==> src/rtl/mult_cu_16_if.sv <==
// Control/feedback bundle between the multiplier control unit and the
// ALU + shift-add datapath it sequences.
interface mult_cu_16_if;
  logic       start;
  logic       ls_bit;
  logic [4:0] counterOut;
  logic       wr_shift_reg;
  logic       wr_counter;
  logic       sl_shift;
  logic       rt_shift_reg;
  logic       rt_counter;
  logic       rt_multiplicand;
  logic       busy;
  logic       done;

  // ALU/datapath side: issues start, returns feedback, consumes controls.
  modport master (
    output start, ls_bit, counterOut,
    input  wr_shift_reg, wr_counter, sl_shift,
    input  rt_shift_reg, rt_counter, rt_multiplicand,
    input  busy, done
  );

  // Control unit side.
  modport slave (
    input  start, ls_bit, counterOut,
    output wr_shift_reg, wr_counter, sl_shift,
    output rt_shift_reg, rt_counter, rt_multiplicand,
    output busy, done
  );
endinterface

==> src/rtl/mult_cu_16.sv <==
// Control unit for the 16-bit shift-add multiplier datapath.
//
// state | meaning
// ------+------------------------------------------------------------
// IDLE  | waiting for start, all outputs low
// LOAD  | clear counter, load multiplier and multiplicand (1 cycle)
// STEP  | one conditional add-and-shift per cycle, WIDTH cycles
// DONE  | product valid in the shift register, one-cycle done pulse
module mult_cu_16 #(
  parameter int WIDTH = 16
) (
  input logic          clock,
  input logic          reset_n,
  mult_cu_16_if.slave  bus
);

  localparam logic [1:0] IDLE = 2'd0;
  localparam logic [1:0] LOAD = 2'd1;
  localparam logic [1:0] STEP = 2'd2;
  localparam logic [1:0] DONE = 2'd3;

  localparam logic [4:0] LAST_STEP = 5'(WIDTH - 1);

  logic [1:0] state;
  logic [1:0] state_nxt;

  // State register; reset forces IDLE without waiting for a clock edge.
  always_ff @(posedge clock or negedge reset_n) begin
    if (!reset_n) state <= IDLE;
    else          state <= state_nxt;
  end

  // Next-state decode. STEP exits on >= so a corrupt counter cannot hang it.
  always_comb begin
    state_nxt = state;
    case (state)
      IDLE:    if (bus.start) state_nxt = LOAD;
      LOAD:    state_nxt = STEP;
      STEP:    if (bus.counterOut >= LAST_STEP) state_nxt = DONE;
      DONE:    state_nxt = IDLE;
      default: state_nxt = IDLE;
    endcase
  end

  assign bus.rt_shift_reg    = (state == LOAD);
  assign bus.rt_multiplicand = (state == LOAD);
  assign bus.rt_counter      = (state == LOAD);
  assign bus.sl_shift        = (state == STEP);
  assign bus.wr_counter      = (state == STEP);
  // Only Mealy output: add the multiplicand when the current multiplier bit is 1.
  assign bus.wr_shift_reg    = (state == STEP) && bus.ls_bit;
  assign bus.busy            = (state != IDLE);
  assign bus.done            = (state == DONE);

endmodule

==> src/flat_wrapper.sv <==
// flat-port wrapper written by rule: the top's interface ports become plain ports
module mult_cu_16_flat 
#(
  parameter int WIDTH = 16
)
  (clock, reset_n, bus_start, bus_ls_bit, bus_counterOut, bus_wr_shift_reg, bus_wr_counter, bus_sl_shift, bus_rt_shift_reg, bus_rt_counter, bus_rt_multiplicand, bus_busy, bus_done);
  mult_cu_16_if bus_i ();
  input logic clock;
  input logic reset_n;
  input wire logic [$bits(bus_i.start)-1:0] bus_start;
  input wire logic [$bits(bus_i.ls_bit)-1:0] bus_ls_bit;
  input wire logic [$bits(bus_i.counterOut)-1:0] bus_counterOut;
  output wire logic [$bits(bus_i.wr_shift_reg)-1:0] bus_wr_shift_reg;
  output wire logic [$bits(bus_i.wr_counter)-1:0] bus_wr_counter;
  output wire logic [$bits(bus_i.sl_shift)-1:0] bus_sl_shift;
  output wire logic [$bits(bus_i.rt_shift_reg)-1:0] bus_rt_shift_reg;
  output wire logic [$bits(bus_i.rt_counter)-1:0] bus_rt_counter;
  output wire logic [$bits(bus_i.rt_multiplicand)-1:0] bus_rt_multiplicand;
  output wire logic [$bits(bus_i.busy)-1:0] bus_busy;
  output wire logic [$bits(bus_i.done)-1:0] bus_done;
  assign bus_i.start = bus_start;
  assign bus_i.ls_bit = bus_ls_bit;
  assign bus_i.counterOut = bus_counterOut;
  assign bus_wr_shift_reg = bus_i.wr_shift_reg;
  assign bus_wr_counter = bus_i.wr_counter;
  assign bus_sl_shift = bus_i.sl_shift;
  assign bus_rt_shift_reg = bus_i.rt_shift_reg;
  assign bus_rt_counter = bus_i.rt_counter;
  assign bus_rt_multiplicand = bus_i.rt_multiplicand;
  assign bus_busy = bus_i.busy;
  assign bus_done = bus_i.done;
  mult_cu_16 #(.WIDTH(WIDTH)) u_core (.clock(clock), .reset_n(reset_n), .bus(bus_i));
endmodule
==> config.mk <==
export PLATFORM = sky130hd
export DESIGN_NAME = mult_cu_16_flat
export DESIGN_NICKNAME = d
export VERILOG_FILES = /design/src/rtl/mult_cu_16_if.sv /design/src/rtl/mult_cu_16.sv /design/src/flat_wrapper.sv
export SDC_FILE = /design/constraint.sdc
export NUM_CORES = 1
export LEC_CHECK = 0
export CAP_MARGIN = 40
export CORE_AREA = 10 10 47 49
export DETAILED_ROUTE_END_ITERATION = 10
export DIE_AREA = 0 0 57 59
export GPL_ROUTABILITY_DRIVEN = 0
export MAX_ROUTING_LAYER = met4
export PLACE_DENSITY = 0.49
export SYNTH_ARGS = -nofsm -noshare
export SYNTH_HDL_FRONTEND = slang
export SYNTH_SLANG_ARGS = --single-unit
export TNS_END_PERCENT = 50
==> constraint.sdc <==
create_clock -name clock -period 2.4 [get_ports clock]
set_clock_uncertainty 0.15 [all_clocks]
set_input_delay 0.48 -clock clock [delete_from_list [all_inputs] [get_ports clock]]
set_output_delay 0.48 -clock clock [all_outputs]
set_load 0.05 [all_outputs]
Yosys cells after proc, flatten, opt, wreduce, memory -nomap -nowiden
Index checks and enable logic that the tools add are counted.

Register bits after elaboration: 2. Output and inout bits: 8. Word-level logic and storage cells: 14. Bits of input ports: 9.

Multiplexer cells: 3. Reduce and logical (&&, ||, !) cells: 4. Equality and inequality tests: 5. $lt $le $gt $ge: 1.

Operator list (number): one-hot mux 2 bit (4 select lines) (1); greater-or-equal comparator 5 x 4 -> 1 bit (second input constant) (1); equality test 2 bit (second input constant) (2); 2-to-1 mux 2 bit (2); equality test 2 x 1 -> 1 bit (second input constant) (1); zero test 2 bit (1); != test 2 x 1 -> 1 bit (second input constant) (1); != test 2 bit (second input constant) (1); AND reduction 2 bit (1); nonzero test 2 bit (1); logical AND 1 bit (1).

Depth between registers and ports, before layout
Gate-level depths: netlist of run 1.

Word-level depth: 3. Depth in mapped cells: 5. Mapped depth without buffers: 5.

Least setup slack after synthesis of run 1
Ideal clock, no wire load.

Kind: register to output. Start point: register u_core.state[0]. End point: output port bus_wr_shift_reg. Setup slack: 0.371 ns. Data required time: 1.770 ns. Arrival time: 1.399 ns. Cell stages (with the launch flop): 4. Path through: dfrtp_1 inv_1 ha_1 and2_2.

Word-level cells in the longest chain between the ends: 2.

RTL lines: start, declared (RTL line mult_cu_16.sv:24) `logic [1:0] state;`; start signal, assigned (RTL line mult_cu_16.sv:30) `else state <= state_nxt;`; equality test 2 bit; via bus_sl_shift (RTL line flat_wrapper.sv:15) `output wire logic [$bits(bus_i.sl_shift)-1:0] bus_sl_shift;`; logical AND 1 bit (RTL line mult_cu_16.sv:51) `assign bus.wr_shift_reg = (state == STEP) && bus.ls_bit;`; end, declared (RTL line flat_wrapper.sv:13) `output wire logic [$bits(bus_i.wr_shift_reg)-1:0] bus_wr_shift_reg;`.

The timed path passes the listed nets, and every way through them passes these cells.

Worst setup path in the final report of run 1
Start point: register u_core.state[0]. End point: output port bus_done.

Word-level cells in the longest chain between the ends: 1.

RTL lines: equality test 2 bit (RTL line mult_cu_16.sv:53) `assign bus.done = (state == DONE);`; end, declared (RTL line flat_wrapper.sv:20) `output wire logic [$bits(bus_i.done)-1:0] bus_done;`.

No other way between the ends.

==> results of run 1 <==
[synthesized netlist by cell type, drive strengths merged]
cell	n	area, µm²
inv	3	11.26
nand4	1	6.260
ha	4	50.05
dfrtp	2	50.05
buf	3	22.52
nor2b	1	13.76
mux2	1	15.01
and2	1	7.510
o22a	1	10.01
a2bb2oi	1	15.01
[cell families (layout without fill, tap and decap cells)]
| group | after synthesis | after routing | synth area share (%) |
|---|---|---|---|
| DFF | 2 | 2 | 24.85 |
| buffers and inverters | 6 | 22 | 16.77 |
| and+or+nand+nor | 3 | 3 | 13.67 |
| AOI/OAI and AO/OA | 2 | 2 | 12.42 |
| muxes | 1 | 1 | 7.451 |
| adders and majority gates | 4 | 4 | 24.85 |
[cell usage in the layout, fill, tap and decap left out, drive strengths merged]
cell	n
o22a	1
nor2b	1
inv	3
clkdlybuf4s50	9
dfrtp	2
mux2	1
clkbuf	3
a2bb2oi	1
nand4	1
buf	7
ha	4
and2	1
[routing by layer]
layer	part of all wire [%]	vias up
met1	40	86
met4	0	0
li1	-	89
met2	41	15
met3	19	0
met5	0	-
[worst max-delay path, delay by kind of cell, from the launching register on]
kind / cells / cell delay [ns]
buffers and inverters: 1 / 0.80
DFF: 1 / 0.38
adders and majority gates: 1 / 0.17
[final timing paths]
kind,slack [ns],to,depth (start not counted),start
max,0.20,bus_done,2,u_core.state[0]
min,0.27,u_core.state[1],1,reset_n
max reg2reg,0.78,u_core.state[1],5,u_core.state[0]
min reg2reg,0.41,u_core.state[0],1,u_core.state[0]
max in group asynchronous,1.70,u_core.state[0],1,reset_n
min in group clock,0.41,u_core.state[0],1,u_core.state[0]
[final cells by class]
cell class	instances	area share (%)
sequential	2	13.29
timing repair buffer	16	41.20
inverter	3	2.990
clock buffer	3	5.980
multi-input combinational	10	31.23
tap	16	5.316
[stage by stage]
| step | instance area (µm²) | utilization [%] | hold WS, ns | worst slack, ns | cells |
|---|---|---|---|---|---|
| global placement | 354.1 | 25.27 | 0.3883 | 0.4484 | 47 |
| CTS | 376.6 | 26.88 | 0.2644 | 0.1752 | 50 |
| detailed placement | 354.1 | 25.27 | 0.4058 | 0.4192 | 47 |
| global route | 376.6 | 26.88 | 0.2747 | 0.1368 | 50 |
| floorplan | 201.4 | - | 0.03441 | 0.3710 | 18 |
| finish | 376.6 | 26.88 | 0.2747 | 0.2023 | 50 |
==> impl_results.md, run 1 <==
* # resized after CTS at 0
* Initial Utilization at 14.37%
* Clock Path Buffers at 2
* Core Box Area at 0.001401 mm²
* Die H at approximately 59 µm
* Setup Fix Bufs, Post-CTS at 0
* Vias in the first global route at around 240
* GR Util met2 at 4.341%
* Initial antenna violation count at 0
* Min cycle time layout at between 2 and 2.5 ns
* Ys Warns at 0
* Fin crit share at 91.57%
* Status: complete, no violations
* Critical path data arrival time at 1.57 ns
* Synth unique cells at 10
* Filler cell count at 165
* Max-Cap Viols at 0
* Final net count at 49
* Largest net degree at the start of global routing at 6
* Met1 Track Usage GR at 3.314%
* Crit path launch type: flip-flop
* Post-DR wirelength/cell at 11.96 µm
* Yosys reg bits at 2
* Worst-Skew Late Latency at 0.22 ns
* Setup violations, final at 0
* Die area at around 0.0034 mm²
* Setup TNS at 0 ns
* RSZ-0062 raised after global routing: false
* Largest regs: u_core.state: 2 flops
* CTS Buf Count at 3
* Synthesized Nets at 31
* Sequential fraction of the synthesis area at 24.84%
* Register area at ~50 µm²
* Top Usage Layer GRT: met2
* TritonCTS clock tree: done
* CTS Sinks at 2
* CP max stage delay at 0.80 ns
* Crit-path slowest cell: clkdlybuf4s50_1
* ANT cells at 0
* Worst min path class: in -> async
* Crit-path cells: ha_1 -> clkdlybuf4s50_1
* Multi-input gate area at 117.6 µm²
* Worst Tran Pin Value at 0.4975 ns
* Area delta synth->final at 86.96%
* GRT Overall Usage at 3.904%
* Layout cells sized above 1 at 44.12%
* FMAX at approximately 0.46 GHz
* First-pass GRT wire length at around 940 µm
* Avg Cell Area, Syn at 11.19 µm²
* Hold Violations, Final at 0
* Slew HR at 66.73%
* Crit-path max FO at 4
* Mapped Cells at 18
* Largest reg by FF count: u_core.state
* Number of remaining DRC errors at 0
* WS Path Type: reg -> out
* Slew Limit Fails at 0
* Die width at 57 µm
* Total gr overflow at 0
* Antenna-violating nets left at 0
* Pre-antenna DRT Iters at 2
* Mapped Area at 201.4 µm²
* H-tree Lvls at 1
* Number of placed I/O pins at 17
* Iter 0 DRT Violations at 1
* Row cnt at 14
* Vias at 190
* Post-CTS Hold Fix Bufs at 0
* Max FFs per register at 2
* Type of destination of the critical path: output pin
* Post-Route WL at 598 µm
* Vias per inst at approximately 3.8
* Clock transition at the registers of the reported paths at 0.03 ns
* Port Buffers at 16
* Worst Path Required at 1.77 ns
* Clk Tree Root Cell: clkbuf_4
* GRT met3 Usage at 4.292%
Power of run 1 is not shown: default switching activity piles up to over one toggle a cycle in this logic, so the estimate is an artifact.
==> run 2, diff against run 1 <==
PLACE_DENSITY = 0.4   (was 0.49)
==> run 2 against run 1 <==
Clock-buffer cell count is the same. Register-to-register slack is essentially flat. Final cell count is the same. Global-route usage shrank 0.080 points. Sequential share of layout area is the same. Maximum frequency is essentially flat. Setup slack gained 0.0016 ns. Critical path depth is the same. Die area is the same. Core utilization is the same. First-iteration DRC count shrank 100%. Via count shrank 3.2%.
==> impl_results.md, run 2 (same netlist as run 1, synthesis figures left out) <==
* Status: complete, no violations
* Worst Path Required at 1.77 ns (about the same)
* RR Endpoint: u_core.state[1]
* Die area at 0.003363 mm² (unchanged)
* Setup Fix Bufs, Post-CTS at 0 (unchanged)
* Die H at 59 µm (unchanged)
* FF-to-FF Start: u_core.state[0]
* Worst path top cell family by delay: buffers and inverters
* Port Buffers at 16 (unchanged)
* Iter 0 DRT Violations at 0 (-1)
* Setup violations, final at 0 (unchanged)
* Crit-path slowest cell: clkdlybuf4s50_1
* Vias in the first global route at 225 (-4.3%)
* Worst reg2reg path depth at 5 (unchanged)
* GRT Overall Usage at 3.824% (-0.080 points)
* Vias per inst at 3.680 (-3.2%)
* Hold Violations, Final at 0 (unchanged)
* Crit-path max FO at 4 (unchanged)
* Clock transition at the registers of the reported paths at 0.03 ns (about the same)
* Commonest non-fill, non-tap cell in the layout: clkdlybuf4s50_1
* Layout cells sized above 1 at 44.12% (unchanged)
* Initial Utilization at 14.37% (unchanged)
* Pre-antenna DRT Iters at 1 (-1)
* Reg-to-reg slack, setup at 0.78 ns (about the same)
* Critical path data arrival time at 1.57 ns (about the same)
* CTS Buf Count at 3 (unchanged)
* Finished Layout Cells at 50 (unchanged)
* Post-DR wirelength/cell at 11.50 µm (-3.8%)
* Final net count at 49 (unchanged)
* TritonCTS clock tree: done
* RSZ-0062 raised after global routing: false
* First-pass GRT wire length at 979 µm (+4.4%)
* Crit-path cells: ha_1 -> clkdlybuf4s50_1
* Crit path launch type: flip-flop
* Antenna-violating nets left at 0 (unchanged)
* Slew Limit Fails at 0 (unchanged)
* Worst path bufs/invs at 1 (unchanged)
* Area delta synth->final at 86.96% (unchanged)
* Vias at 184 (-3.2%)
* Worst Tran Pin Value at 0.5016 ns (+0.004137 ns)
* WS Path Type: reg -> out
* Post-DP HPWL at about 510 µm
* FMAX at 0.4554 GHz (about the same)
* Setup TNS at 0 ns (unchanged)
* Min cycle time layout at 2.196 ns (-0.001606 ns)
* H-tree Lvls at 1 (unchanged)
* Max-Cap Viols at 0 (unchanged)
* Largest regs: u_core.state: 2 flops
* Total gr overflow at 0 (unchanged)
* Initial antenna violation count at 0 (unchanged)
* Fin crit share at 91.50% (about the same)
* ANT cells at 0 (unchanged)
* Commonest non-fill, non-tap cells in the layout: clkdlybuf4s50_1 (9), buf_4 (6), ha_1 (4), inv_1 (3), clkbuf_4 (3)
* Post-Route WL at 575 µm (-3.8%)
* Number of remaining DRC errors at 0 (unchanged)
* Post-Place Cells at 47 (unchanged)
* # resized after CTS at 0 (unchanged)
* CP max stage delay at 0.80 ns (about the same)
* Largest net degree at the start of global routing at 6 (unchanged)
* Post-CTS Hold Fix Bufs at 0 (unchanged)
* Worst min path class: in -> async
* Type of destination of the critical path: output pin
* Row cnt at 14 (unchanged)
* Worst-Skew Late Latency at 0.22 ns (about the same)
* CTS Sinks at 2 (unchanged)
* Slew HR at 66.45% (-0.28 points)
* Number of placed I/O pins at 17 (unchanged)
* Clk Tree Root Cell: clkbuf_4
* Die width at 57 µm (unchanged)
* Core Box Area at 0.001401 mm² (unchanged)
* Largest reg by FF count: u_core.state
* Max FFs per register at 2 (unchanged)
* Clock Path Buffers at 2 (unchanged)
run 2: cell counts in the layout (fill, tap and decap cells not counted):
No cell type changed its count.
run 2: worst max path at each step:
stage,start,endpoint,cells past startpoint
finish,u_core.state[0],bus_done,2
global placement,u_core.state[0],bus_done,2
floorplan,u_core.state[0],bus_wr_shift_reg,3
detailed placement,u_core.state[0],bus_done,2
CTS,u_core.state[0],bus_done,2
global route,u_core.state[0],bus_done,2
run 2: area by class of cell:
class	count	area, µm²
Clock buffer	3	22.52
Fill cell	163	1025
Inverter	3	11.26
Multi-Input combinational cell	10	117.6
Sequential cell	2	50.05
Tap cell	16	20.02
Timing Repair Buffer	16	155.1
run 2: per-stage QoR:
| step | instance area [µm²] | worst slack, ns | hold WS (ns) | utilization [%] |
|---|---|---|---|---|
| 6_report | 376.6 | 0.2039 | 0.2793 | 26.88 |
| 5_1_grt | 376.6 | 0.1147 | 0.2678 | 26.88 |
| 3_5_place_dp | 354.1 | 0.4239 | 0.4052 | 25.27 |
| 2_1_floorplan | 201.4 | 0.3710 | 0.03441 | - |
| 3_3_place_gp | 354.1 | 0.4413 | 0.3932 | 25.27 |
| 4_1_cts | 376.6 | 0.1854 | 0.2732 | 26.88 |
run 2: metal layers:
| metal | GRT usage (%) | routed length [µm] | up-vias |
|---|---|---|---|
| li1 | - | - | 88 |
| met1 | 3.333 | 221 | 82 |
| met2 | 5.116 | 254 | 14 |
| met3 | 3.433 | 99 | 0 |
| met4 | 3.020 | 0 | 0 |
| met5 | - | 0 | - |
Power of run 2 is left out for the same reason.
